File: config.mk
export PLATFORM = sky130hd
export DESIGN_NAME = rsa_word_bridge
export DESIGN_NICKNAME = d
export VERILOG_FILES = /design/src/rtl/rsa_word_bridge.sv
export SDC_FILE = /design/constraint.sdc
export NUM_CORES = 2
export LEC_CHECK = 0
export CORE_AREA = 2 2 428 430
export CTS_CLUSTER_SIZE = 28
export DETAILED_ROUTE_END_ITERATION = 6
export DIE_AREA = 0 0 430 432
export MAX_ROUTING_LAYER = met4
export PLACE_DENSITY_LB_ADDON = 0.2
export SLEW_MARGIN = 10
export SYNTH_ARGS = -nofsm -noshare
export SYNTH_HDL_FRONTEND = slang
export SYNTH_SLANG_ARGS = --single-unit
File: constraint.sdc
create_clock -name clk -period 2.24 [get_ports clk]
set_input_delay 0.224 -clock clk [delete_from_list [all_inputs] [get_ports clk]]
set_output_delay 0.224 -clock clk [all_outputs]
set_load 0.03 [all_outputs]
File: src/rtl/rsa_word_bridge.sv
// Host-side word bridge for the RSA core: gathers msg/key/modulus from a word
// stream, issues one core request, then streams the result back out LSW first.
module rsa_word_bridge #(
    parameter int MOD_WIDTH  = 256,
    parameter int WORD_WIDTH = 32
) (
    input  logic                  clk,
    input  logic                  rst,
    input  logic                  s_valid,
    output logic                  s_ready,
    input  logic [WORD_WIDTH-1:0] s_data,
    output logic                  core_valid,
    input  logic                  core_ready,
    output logic [MOD_WIDTH-1:0]  core_msg,
    output logic [MOD_WIDTH-1:0]  core_key,
    output logic [MOD_WIDTH-1:0]  core_modulus,
    input  logic                  core_o_valid,
    output logic                  core_o_ready,
    input  logic [MOD_WIDTH-1:0]  core_crypto,
    output logic                  m_valid,
    input  logic                  m_ready,
    output logic [WORD_WIDTH-1:0] m_data,
    output logic                  m_last
);

    localparam int NW = MOD_WIDTH / WORD_WIDTH;
    localparam int CW = $clog2(3 * NW);
    localparam int IW = (NW > 1) ? $clog2(NW) : 1;
    localparam logic [CW-1:0] LAST_CNT = CW'(3 * NW - 1);
    localparam logic [IW-1:0] LAST_IDX = IW'(NW - 1);

    typedef enum logic [1:0] {LOAD, ISSUE, WAIT, SEND} state_t;

    state_t                   state;
    state_t                   state_next;
    logic [3*MOD_WIDTH-1:0]   operands;
    logic [MOD_WIDTH-1:0]     result;
    logic [CW-1:0]            cnt;
    logic [IW-1:0]            idx;

    // Words enter at the top of a shift register, so after 3*NW accepts the
    // first word sits at bit 0: msg low third, key middle, modulus top.
    assign core_msg     = operands[MOD_WIDTH-1:0];
    assign core_key     = operands[2*MOD_WIDTH-1:MOD_WIDTH];
    assign core_modulus = operands[3*MOD_WIDTH-1:2*MOD_WIDTH];
    assign m_data       = result[WORD_WIDTH-1:0];

    always_ff @(posedge clk) begin
        if (rst) begin
            state <= LOAD;
        end else begin
            state <= state_next;
        end
    end

    always_comb begin
        state_next   = state;
        s_ready      = 1'b0;
        core_valid   = 1'b0;
        core_o_ready = 1'b0;
        m_valid      = 1'b0;
        m_last       = 1'b0;
        case (state)
            LOAD: begin
                s_ready = 1'b1;
                if (s_valid && cnt == LAST_CNT) begin
                    state_next = ISSUE;
                end
            end
            ISSUE: begin
                core_valid = 1'b1;
                if (core_ready) begin
                    state_next = WAIT;
                end
            end
            WAIT: begin
                core_o_ready = 1'b1;
                if (core_o_valid) begin
                    state_next = SEND;
                end
            end
            SEND: begin
                m_valid = 1'b1;
                m_last  = (idx == LAST_IDX);
                if (m_ready && idx == LAST_IDX) begin
                    state_next = LOAD;
                end
            end
            default: state_next = LOAD;
        endcase
    end

    // The result shifts down one word per output handshake and fills with
    // zeros, so m_data returns to 0 once the frame has been fully sent.
    always_ff @(posedge clk) begin
        if (rst) begin
            operands <= '0;
            result   <= '0;
            cnt      <= '0;
            idx      <= '0;
        end else begin
            if (s_valid && s_ready) begin
                operands <= {s_data, operands[3*MOD_WIDTH-1:WORD_WIDTH]};
                cnt      <= (cnt == LAST_CNT) ? '0 : cnt + CW'(1);
            end
            if (core_o_valid && core_o_ready) begin
                result <= core_crypto;
            end
            if (m_valid && m_ready) begin
                result <= result >> WORD_WIDTH;
                idx    <= (idx == LAST_IDX) ? '0 : idx + IW'(1);
            end
        end
    end

endmodule

==> run summary <==
The layout overhead on the synthesized area works out to 54.0%. The number of remaining DRC errors was 0; the yosys synthesis warning count was 0. Leaving out filler cells and counting taps, the final layout contains 8528.

Summed over all layers, the routed wires come to 197 mm. By count the netlist is led by sky130_fd_sc_hd__nand2_1, sky130_fd_sc_hd__dfxtp_1, sky130_fd_sc_hd__a21oi_1. Using the TritonRoute via totals, the vias-per-cell ratio works out to 4.43. After legalization and detailed placement, the total HPWL measured 152 mm. The cell with the largest stage delay on the worst path was sky130_fd_sc_hd__clkdlybuf4s50_1.

The filler cell count in the final layout is 19318. In this run the horizontal extent of the chip is 430 microns. Share of the clock period used by the worst path: 0.977. The run gives 15000 sq um as the total area of multi-input combinational cells. TritonCTS created 130 clock buffers. TritonCTS built the clock tree. Counting along the longest clock path gives a buffer depth of 3. The minimum clock period is 2.19 ns. The run gives 0.79 ns as the source-to-sink clock delay at the later pin of the worst-skew pair.

The per-instance average area after synthesis was 7.87 sq um. Cell count after synthesis: 4811. The congestion estimate from routability-driven global placement came to 0.891.

The critical path goes through clkdlybuf4s50_1. After synthesis, the cell types taking the most area are sky130_fd_sc_hd__dfxtp_1, sky130_fd_sc_hd__nand2_1, sky130_fd_sc_hd__a21oi_1. The run gives 0.577 as the worst slew margin relative to its limit. Fraction of layout instances using a drive strength above 1: 0.0756.

The die is 432 microns tall. The logs give 2758 for the number of design-rule violations left by the first detailed-router iteration and 58300 sq um for the final instance area. The clock transition time at the flip-flop clock pins of the worst setup and hold paths works out to 0.06 ns.

Final layout net count: 6342. The cell at the root of the clock tree is sky130_fd_sc_hd__clkbuf_16. Count of buffers from port buffering: 1098. The critical path in this run is classified as reg2out. The largest stage delay on the critical path was 0.76 ns; the maximum ir drop on the vdd rail was 0.643 mV. The cell area that synthesis handed to floorplanning was 37900 sq um. For the pin with the worst max-slew slack, the measured transition is 0.637 ns. The tools report the number of search-and-repair iterations in the first detailed-routing pass as 7.

Total power for the finished layout comes to 45.6 mW. The count of max-cap constraint violations is 0. The areal power density over the cells was 782 nW/um^2. Area enclosed by the die boundary: 186000 sq um.

Global routing finished with a remaining overflow of 0. Counting flops and latches in the post-synthesis netlist gives 1034. Entering global routing, the biggest net connects 101 pins.

The most frequently used flop master after synthesis is sky130_fd_sc_hd__dfxtp_1. Based on the critical path, the design can be clocked at up to 457 MHz. The detail route stage leaves a number of antenna-violating nets equal to 0.

The tightest hold path in the finished design has a slack of 0.0526 ns. Across all layers, the routed design uses 37770 vias. Along the worst path, the maximum fanout reaches 3. The run gives 2.02 ns as the required time of the critical path. The tools report the maximum level of the CTS H-tree as 4. The total count of max-transition violations in the final report was 0; the sequential element share of the synthesized area was 0.546. Across the whole layout, storage elements account for 20700 sq um.

The count of flip-flops with a built-in enable after synthesis came out at 0. The overall global routing resource usage was 0.210; the placement-stage worst setup slack was 0.164 ns. Leakage power total: 21.4 nW. Number of hold violations in the final report: 0.

Grouping stages by cell kind, the critical path spends the most delay in buffers and inverters. STA classifies the critical path endpoint as an output port. The arrival time reported for the critical path endpoint was 1.96 ns; the mean routed wirelength per cell was 23.1 microns.

The dominant cell by count in the synthesized netlist is sky130_fd_sc_hd__nand2_1. Post-synthesis cell type with the largest combined area: sky130_fd_sc_hd__dfxtp_1. The number of ports placed on the die boundary came out at 1099. Wire length of the first global-routing pass: 274 mm. The tools report the cell total after placement as 8098. The run finished with clean final reports. The via count of the first global-routing pass is 36363.

The cell area after placement came out at 52300 sq um. The net count after synthesis was 5112. The buffering stage count on the worst path with inverters included works out to 1. In this run, distinct cell masters in the synthesized netlist total 29.

The initial antenna violation count was 6. The total area inside the core boundary comes to 182000 sq um. The clock sink total is 1034, and the top-area cell type share of the netlist area is 0.546.

The floorplan has 157 rows. The run gives 0.0520 ns as the setup slack after layout. The kind of launch point of the worst setup path was a flop. After clock tree synthesis, the setup repair step added 0 buffers. Setup violations remaining at the end of the flow were counted as 0. The tools report the worst clock skew as 0.0285 ns. The type of the worst min-delay path was in2reg. The async set-or-reset flop fraction in the synthesized netlist is 0. The starting density of the core was 0.208.
==> path summary, 6_finish.rpt <==
| check | start | endpoint | slack (ns) | cells past startpoint |
|---|---|---|---|---|
| worst min-delay path | core_crypto[202] | result[202]$_SDFFE_PP0P_ | 0.05 | 3 |
| worst min register to register | result[253]$_SDFFE_PP0P_ | result[253]$_SDFFE_PP0P_ | 0.45 | 2 |
| worst max-delay path | operands[425]$_SDFFE_PP0P_ | core_key[169] | 0.05 | 1 |
| worst max register to register | state[0]$_SDFFE_PP0P_ | operands[484]$_SDFFE_PP0P_ | 0.23 | 7 |
==> through the flow <==
stage / utilization / TNS [ns]
3_3_place_gp: 0.288 / 0
4_1_cts: 0.321 / -0.0452
3_5_place_dp: 0.288 / 0
2_1_floorplan: - / 0
6_report: 0.321 / 0
5_1_grt: 0.321 / -0.0114
==> where the power goes <==
group	internal, mW	total, mW	switching (mW)
Clock	12.7	21.6	8.91
Combinational	1.99	5.32	3.33
Sequential	18.6	18.7	0.171
Total	33.2	45.6	12.4
==> area by class of cell <==
cell class / count / share of cell area
sequential: 1034 / 0.355
timing repair buffer: 1523 / 0.262
multi-input combinational: 3348 / 0.257
clock buffer: 192 / 0.0653
tap: 2385 / 0.0511
clock inverter: 34 / 0.00886
antenna: 8 / 0.000343
inverter: 4 / 0.000257
==> kinds of logic (layout without fill, tap and decap cells) <==
group	after synthesis	in the layout	share of synthesized area
AOI/OAI and AO/OA	1035	1035	0.163
buffers and inverters	429	1753	0.0586
adders and majority gates	7	7	0.00231
and+or+nand+nor	2303	2303	0.229
DFF	1034	1034	0.546
other	0	8	0
muxes	2	2	0.000528
xor gates and xnor gates	1	1	0.000231
==> flip-flops by register name (all words and copies together), names as in the netlist <==
register,cells
cnt,5
idx,3
operands,768
result,256
state,2
==> worst register-to-register path, stage by stage (launching register included) <==
cell and delay (ns):
sky130_fd_sc_hd__dfxtp_1 0.34, sky130_fd_sc_hd__inv_1 0.10, sky130_fd_sc_hd__ha_1 0.26, sky130_fd_sc_hd__and2_4 0.43
sky130_fd_sc_hd__buf_12 0.31, sky130_fd_sc_hd__buf_12 0.26, sky130_fd_sc_hd__nand2_1 0.09, sky130_fd_sc_hd__a21oi_1 0.14
==> timing repair <==
action,4_1_cts,5_1_grt
setup endpoints to repair,282,21
hold buffers,196,0
gates resized for setup,294,22
hold endpoints to repair,224,0
cloned,0,0
==> metal layers <==
metal	track usage	part of all wire	vias up
li1	-	-	18287
met3	0.0637	0.071	304
met2	0.341	0.48	1126
met5	-	0	-
met4	0.0843	0.042	0
met1	0.240	0.41	18053
==> cells in the final DEF, fill, tap and decap left out, types with 2 or more instances in the layout <==
cell                              count
sky130_fd_sc_hd__nand2_1           2056
sky130_fd_sc_hd__dfxtp_1           1033
sky130_fd_sc_hd__a21oi_1            807
sky130_fd_sc_hd__clkdlybuf4s50_1    790
sky130_fd_sc_hd__dlygate4sd2_1      276
sky130_fd_sc_hd__nor2_1             229
sky130_fd_sc_hd__a311oi_1           203
sky130_fd_sc_hd__dlygate4sd3_1      196
sky130_fd_sc_hd__buf_4              160
sky130_fd_sc_hd__clkbuf_16          131
sky130_fd_sc_hd__buf_12              75
sky130_fd_sc_hd__clkbuf_1            31
sky130_fd_sc_hd__clkbuf_8            30
sky130_fd_sc_hd__a311oi_2            21
sky130_fd_sc_hd__dlymetal6s2s_1      19
sky130_fd_sc_hd__clkinv_2            11
sky130_fd_sc_hd__diode_2              8
sky130_fd_sc_hd__bufinv_16            7
sky130_fd_sc_hd__ha_1                 6
sky130_fd_sc_hd__inv_16               6
sky130_fd_sc_hd__inv_6                5
sky130_fd_sc_hd__inv_1                4
sky130_fd_sc_hd__clkdlybuf4s15_2      4
sky130_fd_sc_hd__nand2b_1             3
sky130_fd_sc_hd__clkinv_8             3
sky130_fd_sc_hd__and2_1               2
sky130_fd_sc_hd__and2_4               2
sky130_fd_sc_hd__nand2_4              2
sky130_fd_sc_hd__nand3_1              2
sky130_fd_sc_hd__nor3_1               2
sky130_fd_sc_hd__mux2i_1              2
Power figures use the tool's default switching activity.
